==> src/rtl/baud_config_ctrl.sv <==
// Baud configuration controller: maps a baud code to the sample-enable divisor,
// applies changes only while the link is idle, and derives a per-bit tick.
module baud_config_ctrl #(
  parameter int          OVERSAMPLE  = 16,
  parameter logic [2:0]  DEFAULT_SEL = 3'b111,
  parameter int          TIMEOUT     = 1024
) (
  input  logic        clk,
  input  logic        reset,
  input  logic [2:0]  baud_select,
  input  logic        cfg_req,
  input  logic        link_busy,
  input  logic        sample_enable,
  output logic [15:0] max_value,
  output logic        gen_restart,
  output logic        bit_tick,
  output logic        cfg_busy,
  output logic        cfg_ack,
  output logic        cfg_err,
  output logic [2:0]  active_sel
);

  localparam int OSW = (OVERSAMPLE > 1) ? $clog2(OVERSAMPLE) : 1;
  localparam int TW  = (TIMEOUT > 1) ? $clog2(TIMEOUT) : 1;

  typedef enum logic [1:0] {IDLE, WAIT_IDLE, APPLY, DONE} state_t;

  state_t          state_reg, state_next;
  logic [2:0]      pending_sel_reg;
  logic [TW-1:0]   timeout_reg;
  logic            abort_reg;
  logic [OSW-1:0]  os_count_reg;
  logic [15:0]     max_value_reg;
  logic [2:0]      active_sel_reg;
  logic            gen_restart_reg;
  logic            bit_tick_reg;
  logic            cfg_busy_reg;
  logic            cfg_ack_reg;
  logic            cfg_err_reg;

  function automatic logic [15:0] divisor(input logic [2:0] code);
    case (code)
      3'd0:    divisor = 16'd20832;
      3'd1:    divisor = 16'd5207;
      3'd2:    divisor = 16'd1301;
      3'd3:    divisor = 16'd650;
      3'd4:    divisor = 16'd325;
      3'd5:    divisor = 16'd162;
      3'd6:    divisor = 16'd108;
      default: divisor = 16'd53;
    endcase
  endfunction

  always_ff @(posedge clk or posedge reset) begin
    if (reset) state_reg <= IDLE;
    else       state_reg <= state_next;
  end

  always_comb begin
    state_next = state_reg;
    case (state_reg)
      IDLE: begin
        if (cfg_req)
          state_next = (baud_select == active_sel_reg) ? DONE : WAIT_IDLE;
      end
      WAIT_IDLE: begin
        if (!link_busy)
          state_next = APPLY;
        else if (timeout_reg == TW'(TIMEOUT - 1))
          state_next = DONE;
      end
      APPLY:   state_next = DONE;
      default: state_next = IDLE;
    endcase
  end

  always_ff @(posedge clk or posedge reset) begin
    if (reset) begin
      pending_sel_reg <= DEFAULT_SEL;
      timeout_reg     <= '0;
      abort_reg       <= 1'b0;
      os_count_reg    <= '0;
      max_value_reg   <= divisor(DEFAULT_SEL);
      active_sel_reg  <= DEFAULT_SEL;
      gen_restart_reg <= 1'b0;
      bit_tick_reg    <= 1'b0;
      cfg_busy_reg    <= 1'b0;
      cfg_ack_reg     <= 1'b0;
      cfg_err_reg     <= 1'b0;
    end else begin
      gen_restart_reg <= 1'b0;
      bit_tick_reg    <= 1'b0;
      cfg_ack_reg     <= 1'b0;
      cfg_err_reg     <= 1'b0;
      cfg_busy_reg    <= (state_next != IDLE);

      case (state_reg)
        IDLE: begin
          if (cfg_req) begin
            pending_sel_reg <= baud_select;
            timeout_reg     <= '0;
            abort_reg       <= 1'b0;
          end
        end
        WAIT_IDLE: begin
          if (link_busy) begin
            if (timeout_reg == TW'(TIMEOUT - 1)) abort_reg <= 1'b1;
            else                                 timeout_reg <= timeout_reg + 1'b1;
          end
        end
        APPLY: begin
          max_value_reg   <= divisor(pending_sel_reg);
          active_sel_reg  <= pending_sel_reg;
          gen_restart_reg <= 1'b1;
        end
        default: begin
          cfg_ack_reg <= 1'b1;
          cfg_err_reg <= abort_reg;
        end
      endcase

      // The restart clear wins; pulses in the restart cycle belong to the old rate.
      if (state_reg == APPLY) begin
        os_count_reg <= '0;
      end else if (sample_enable && !gen_restart_reg) begin
        if (os_count_reg == OSW'(OVERSAMPLE - 1)) begin
          os_count_reg <= '0;
          bit_tick_reg <= 1'b1;
        end else begin
          os_count_reg <= os_count_reg + 1'b1;
        end
      end
    end
  end

  assign max_value   = max_value_reg;
  assign active_sel  = active_sel_reg;
  assign gen_restart = gen_restart_reg;
  assign bit_tick    = bit_tick_reg;
  assign cfg_busy    = cfg_busy_reg;
  assign cfg_ack     = cfg_ack_reg;
  assign cfg_err     = cfg_err_reg;

endmodule

==> config.mk <==
export PLATFORM = sky130hd
export DESIGN_NAME = baud_config_ctrl
export DESIGN_NICKNAME = d
export VERILOG_FILES = /design/src/rtl/baud_config_ctrl.sv
export SDC_FILE = /design/constraint.sdc
export NUM_CORES = 1
export LEC_CHECK = 0
export CAP_MARGIN = 40
export CELL_PAD_IN_SITES_DETAIL_PLACEMENT = 0
export CELL_PAD_IN_SITES_GLOBAL_PLACEMENT = 1
export CORE_ASPECT_RATIO = 1.2
export CORE_MARGIN = 10
export CORE_UTILIZATION = 40
export CTS_CLUSTER_SIZE = 12
export DETAILED_ROUTE_END_ITERATION = 12
export PLACE_DENSITY = 0.83
export SYNTH_ARGS = -nofsm -noshare
export SYNTH_HDL_FRONTEND = slang
export SYNTH_SLANG_ARGS = --single-unit
==> constraint.sdc <==
create_clock -name clk -period 2.36 [get_ports clk]
set_input_delay 0.59 -clock clk [delete_from_list [all_inputs] [get_ports clk]]
set_output_delay 0.59 -clock clk [all_outputs]
set_load 0.02 [all_outputs]
# After elaboration in Yosys (flattened, before gate mapping)
# Index checks and enable logic that the tools add are counted.
totals:
  wordCells: 63
  register_bits: 44
  inputBits: 8
  out_inout_bits: 24
classes:
  reduce_logical: 11
  add_sub_neg: 2
  n_eq_ne: 15
  n_mux: 23
ops:
  columns: ["operator", "count"]
  rows:
  - ["$pmux 15 s7", 1]
  - ["$mux 10", 3]
  - ["$pmux 10 s2", 1]
  - ["$mux 4", 3]
  - ["$add 10x1->10 const B", 1]
  - ["$eq 10x10->1 const B", 1]
  - ["$eq 3x3->1 const B", 3]
  - ["$mux 1", 9]
  - ["$mux 2", 4]
  - ["$ne 2x2->1 const B", 4]
  - ["$reduce_and 4->1", 2]
  - ["$eq 3x2->1 const B", 2]
  - ["$pmux 2 s3", 1]
  - ["$reduce_bool 2->1", 3]
  - ["$add 4x1->4 const B", 1]
  - ["$eq 4x4->1 const B", 1]
  - ["$eq 3x1->1 const B", 1]
  - ["$eq 3x3->1", 1]
  - ["$logic_not 3->1", 1]
  - ["$reduce_or 3->1", 1]
  - ["$eq 2x1->1 const B", 1]
  - ["$eq 2x2->1 const B", 1]
  - ["$logic_not 2->1", 1]
  - ["$pmux 1 s2", 1]
  - ["other kinds (3)", 3]

# Depth between registers and ports, before layout
# Gate-level depths: netlist of run 1.
logic_depth:
  depth_word: 5
  mapped_depth: 7
  mapped_depth_nobuf: 5

# Worst setup path before layout of run 1
# Ideal clock, no wire load.
synth_path:
  path_kind: "register -> register"
  startpoint: "register timeout_reg[0]"
  endpoint: "register timeout_reg[7]"
  synth_period_minus_slack_ns: 1.807
  t_required_ns: 2.282
  path_stages_with_launch: 7
  arrival_ns: 1.729
  setup_time_ns: 0.078
  n_path_buf: 1
  slack_ns: 0.553
  cell_sequence: "dfrtp_1 -> ha_1 -> and4_4 -> and4_4 -> buf_6 -> or4_1 -> a21oi_1"
synth_via:
  elab_chain_cells: 4
  word_cells_on_any_way: 7
  classes_between: "add/sub: 1; eq/ne: 2; mux: 3; reduce/logical: 1"
synth_lines:
  columns: ["item", "line_no", "source"]
  rows:
  - ["start: declaration", "30", "logic [TW-1:0] timeout_reg;"]
  - ["start signal: assignment", "108", "else timeout_reg <= timeout_reg + 1'b1;"]
  - ["$add 10x1->10", "108", null]
  - ["$mux 10", "107", "if (timeout_reg == TW'(TIMEOUT - 1)) abort_reg <= 1'b1;"]
  - ["$mux 10", "106", "if (link_busy) begin"]
  - ["$pmux 10 s2", "97", "case (state_reg)"]
# Several ways; a longest one is shown, not always the timed one. The select of a mux whose other input is x is not followed.
# A chain may end at the register's enable or synchronous reset.

# Final worst setup path of run 1
layout_path:
  startpoint: "register active_sel_reg[2] (netlist: active_sel[2])"
  endpoint: "output port active_sel[2]"
layout_lines:
  columns: ["item", "line_no", "source"]
  rows:
  - ["start: declaration", "34", "logic [2:0] active_sel_reg;"]
  - ["start signal: assignment", "113", "active_sel_reg <= pending_sel_reg;"]
  - ["end: declaration", "20", "output logic [2:0] active_sel"]
# No word-level cell between the ends.

==> impl_metrics.json, run 1 <==
{
  "start_util": 0.407,
  "wl_um": 4480,
  "grt_pass1_wl_um": 7850,
  "setup_viol": 0,
  "r2r-end": "timeout_reg[7]",
  "grt_max_degree": 42,
  "fin_crit_sh": 0.872,
  "drive_gt1_frac": 0.132,
  "core_area_sq_um": 4870,
  "met1_usage": 0.129,
  "cts_made_buffers": 5,
  "viasPerCell": 5.37,
  "synth_top_cell_area_share": 0.391,
  "avgRoutedWirePerCell_um": 15.2,
  "rsz0062_at_grt": "false",
  "overflow": 0,
  "skew_ns": 0.00769,
  "clockRootBuffer": "clkbuf_8",
  "ys_warn_count": 0,
  "cp-start-kind": "flip-flop",
  "finalWeightedCongestion": 0.800,
  "hold_depth": 2,
  "max_freq_mhz": 486,
  "synth_edf_count": 0,
  "fin_nets": 243,
  "post_cts_buffers": 0,
  "rows": 28,
  "crit_buf_inv": 1,
  "ios": 32,
  "antenna_found_initial": 0,
  "cp.required_ns": 1.77,
  "hold-path-endpoint": "max_value[4]",
  "diodes": 0,
  "area_growth_pct": 23.2,
  "arrival_ns": 1.47,
  "ys_seq_elements": 41,
  "critical_path_class": "flip-flop to output pin",
  "slowest_delay_ns": 0.62,
  "clk_pin_slew_ns": 0.08,
  "clk_latency_ns": 0.30,
  "n_fill_cell": 462,
  "peakVddDrop_mv": 0.650,
  "hold_class": "flip-flop to flip-flop",
  "fin_worst_hold_slack_ns": 0.463,
  "die-area_sq_um": 8180,
  "drv_cap": 0,
  "min-delay-start": "max_value[4]",
  "synth_area_sq_um": 1980,
  "holdBufCountCts": 0,
  "critPathSlowestCell": "clkdlybuf4s50_1",
  "yosys-top-cells-area": "dfrtp_1, dfstp_2, nand2_1",
  "reg2reg_depth": 5,
  "die_w_um": 84.3,
  "tns_ns": 0,
  "yosysSeqAreaShare": 0.524,
  "min_period_ns": 2.06,
  "drv_slew": 0,
  "synthFlopType": "dfrtp_1",
  "tightest_slew_ns": 0.523,
  "drc_errors": 0,
  "vias": 1578,
  "cts_tree": "yes",
  "reg2reg_slack_ns": 0.48,
  "post_cts_resized": 0,
  "synthCells": 202,
  "ant_nets": 0,
  "report.final.hold_viol_count": 0,
  "grt_use_met3": 0.0411,
  "drt-pass1-iter-count": 4,
  "cp_top_family": "buffers and inverters",
  "io_buffers": 28,
  "dr.first_iter.drc_count": 93,
  "syn_area_per_cell_sq_um": 9.81,
  "maxSlewHeadroom": 0.652,
  "p_per_area_nw_per_um2": 1290,
  "synthDistinctLibCells": 44,
  "grt_pass1_vias": 1638,
  "clock_path_buffers": 2,
  "top_usage_layer": "met2",
  "async_reset_ff_frac": 1.00,
  "crit_path_end_kind": "output pin",
  "grt_usage": 0.113,
  "synth_area_leader_cell": "dfrtp_1",
  "htreeDepth": 2,
  "die_y_um": 97.1,
  "rr_startpoint": "timeout_reg[0]",
  "groute.layer.met2.usage": 0.185,
  "numClockSinks": 41,
  "hpwl_um": 3120,
  "largest_reg_flops": 13,
  "p_leak_nw": 1.06,
  "status": "finished, final reports clean",
  "cp_max_fo": 3,
  "path_cells": "clkdlybuf4s50_1"
}
## worst max path at each step
stage	from	cells past startpoint	to	slack, ns
3_3_place_gp	cfg_req	5	timeout_reg[5]	0.13
6_report	active_sel[2]	1	active_sel[2]	0.30
3_5_place_dp	cfg_req	5	timeout_reg[4]	0.06
4_1_cts	active_sel[2]	1	active_sel[2]	0.27
2_1_floorplan	timeout_reg[0]	6	timeout_reg[7]	0.55
5_1_grt	cfg_req	5	timeout_reg[4]	0.21
## synth_stat cells, drive strengths merged, types with 5 or more instances
cell,number
xnor2,5
a21oi,10
nand2,36
nand3,6
o31ai,7
o21ai,13
clkbuf,7
buf,7
nor2,9
dfstp,10
dfrtp,31
nor3,7
## through the flow
step | total power [mW] | cell area [sq um] | std cells | utilization | setup slack [ns]
finish | 3.16 | 2440 | 294 | 0.502 | 0.302
global route | 3.42 | 2440 | 294 | 0.502 | 0.205
floorplan | 2.07 | 1990 | 204 | - | 0.553
detailed placement | 2.59 | 2320 | 286 | 0.477 | 0.0629
CTS | 3.20 | 2440 | 294 | 0.502 | 0.275
global placement | 2.57 | 2320 | 286 | 0.477 | 0.134
## layout make-up
type                            instances  area, sq um  share of cell area
Sequential cell                        41         1040               0.425
Tap cell                               60         75.1              0.0307
Inverter                                5         18.8             0.00768
Multi-Input combinational cell        144          850               0.348
Timing Repair Buffer                   36          340               0.139
Clock buffer                            6         82.6              0.0338
Clock inverter                          2         37.5              0.0154
## layout by cell type (no fill, tap or decap), drive strengths merged, types with 3 or more instances in the layout
cell type	count
nand3	6
nor2b	3
conb	3
nand2b	3
a21oi	10
nor2	9
a22o	4
xor2	3
clkdlybuf4s50	28
inv	4
o21ai	13
nand2	36
or4	3
dfrtp	31
nor3	7
clkbuf	6
o31ai	7
nand4	3
xnor2	5
dfstp	10
and4	3
buf	8
## logic make-up after synthesis
family,synth area share
AO/OA/AOI/OAI,0.157
buffers and inverters,0.0511
flip-flops,0.524
other,0.00189
AND/OR/NAND/NOR,0.201
XOR/XNOR,0.0354
adder cells (fa/ha/maj),0.0126
multiplexers,0.0164
## where the power goes
group	total [mW]	leakage [nW]	switching (mW)	internal [mW]
Clock	0.598	0.0574	0.254	0.344
Combinational	1.27	0.490	0.669	0.597
Sequential	1.29	0.512	0.288	1.01
## metal layers
metal  wire [um]  part of all wire  up-vias
met5           0                 0        -
li1            -                 -      767
met1        1950              0.44      778
met4          80             0.018        0
met3         272             0.061        8
met2        2170              0.48       25
Note: power is estimated with default switching activity, not from simulation.
==> inputs of run 2 (changes only) <==
GPL_TIMING_DRIVEN = 0   (was not set)
==> impl_metrics.json, run 2 (synthesis gave the netlist of run 1 again) <==
{
  "instances_no_fill": 301,
  "clockRootBuffer": "clkbuf_8",
  "grt_pass1_wl_um": 7740,
  "tightest_slew_ns": 0.724,
  "p_leak_nw": 1.07,
  "cp_max_fo": 10,
  "die-area_sq_um": 8180,
  "peakVddDrop_mv": 0.780,
  "viasPerCell": 5.23,
  "drc_errors": 0,
  "diodes": 0,
  "vias": 1574,
  "fin_area_sq_um": 2480,
  "grt_max_degree": 33,
  "grt_usage": 0.113,
  "report.final.hold_viol_count": 0,
  "htreeDepth": 2,
  "tns_ns": 0,
  "holdBufCountCts": 0,
  "drv_cap": 0,
  "rsz0062_at_grt": "false",
  "arrival_ns": 2.32,
  "hpwl_um": 3250,
  "min_period_ns": 2.13,
  "antenna_found_initial": 0,
  "critical_path_class": "input pin to flip-flop",
  "final_cell_mix": "nand2_1, dfrtp_1, clkdlybuf4s50_1",
  "drive_gt1_frac": 0.129,
  "crit_path_end_kind": "flip-flop",
  "dp_cells": 293,
  "power_mw": 3.15,
  "dr.first_iter.drc_count": 86,
  "max_freq_mhz": 469,
  "ant_nets": 0,
  "largest_reg_flops": 13,
  "fin_worst_hold_slack_ns": 0.456,
  "finalWeightedCongestion": 0.802,
  "status": "finished, final reports clean",
  "ios": 32,
  "grt_pass1_vias": 1575,
  "rows": 28,
  "multi_input_area_sq_um": 850,
  "fin_nets": 250,
  "fin_crit_sh": 0.904,
  "core_area_sq_um": 4870,
  "hold_class": "flip-flop to flip-flop",
  "overflow": 0,
  "drt-pass1-iter-count": 4,
  "numClockSinks": 41,
  "clk_pin_slew_ns": 0.08,
  "cp-start-kind": "input pin",
  "n_fill_cell": 451,
  "cts_made_buffers": 5,
  "drv_slew": 0,
  "io_buffers": 28,
  "maxSlewHeadroom": 0.514,
  "avgRoutedWirePerCell_um": 15.1,
  "post_cts_buffers": 0,
  "area_growth_pct": 25.1,
  "wl_um": 4550,
  "die_w_um": 84.3,
  "cp.required_ns": 2.55,
  "die_y_um": 97.1,
  "clk_latency_ns": 0.30,
  "clock_path_buffers": 2,
  "post_cts_resized": 0,
  "setup_viol": 0,
  "skew_ns": 0.00315,
  "cts_tree": "yes",
  "start_util": 0.407,
  "p_per_area_nw_per_um2": 1270,
  "final_common_cell": "nand2_1",
  "final-seq-area_sq_um": 1040,
  "placed_area_sq_um": 2360
}
## run 2: worst paths after layout
path,start,endpoint,slack [ns],depth (start not counted)
max in group asynchronous,reset,max_value[5],1.31,3
min in group asynchronous,reset,timeout_reg[6],0.53,2
max reg2reg,timeout_reg[0],timeout_reg[7],0.41,6
max,link_busy,timeout_reg[9],0.23,6
min reg2reg,max_value[4],max_value[4],0.46,2
min,max_value[4],max_value[4],0.46,2
## run 2: area by class of cell
| cell class | instances | area share |
|---|---|---|
| Multi-Input combinational cell | 144 | 0.343 |
| Inverter | 5 | 0.00757 |
| Buffer | 14 | 0.0333 |
| Tap cell | 60 | 0.0303 |
| Clock inverter | 3 | 0.0187 |
| Sequential cell | 41 | 0.419 |
| Clock buffer | 5 | 0.0277 |
| Timing Repair Buffer | 29 | 0.121 |
## run 2: through the flow
stage	setup WS [ns]	util
2_1_floorplan	0.553	-
3_3_place_gp	-0.139	0.482
3_5_place_dp	-0.0556	0.486
4_1_cts	0.246	0.509
5_1_grt	0.130	0.509
6_report	0.226	0.509
## run 2: worst max-delay path: stages
cell and delay [ns]:
clkdlybuf4s50_1 0.52, mux2i_1 0.25, or2_1 0.18, clkbuf_1 0.37, nor3_1 0.08, a221o_1 0.32
## run 2: where the power goes
| part | switching, mW | internal [mW] | total, mW |
|---|---|---|---|
| Sequential | 0.172 | 1.00 | 1.17 |
| Combinational | 0.805 | 0.589 | 1.39 |
| Clock | 0.263 | 0.317 | 0.580 |
| Total | 1.24 | 1.91 | 3.15 |
## run 2: routing by layer
layer | part of all wire | GRT usage | vias up | wire (um)
met5 | 0 | 0 | - | 0
met4 | 0.017 | 0.0426 | 0 | 79
met3 | 0.059 | 0.0470 | 8 | 268
met2 | 0.48 | 0.179 | 26 | 2200
met1 | 0.44 | 0.132 | 752 | 2010
li1 | - | - | 788 | -
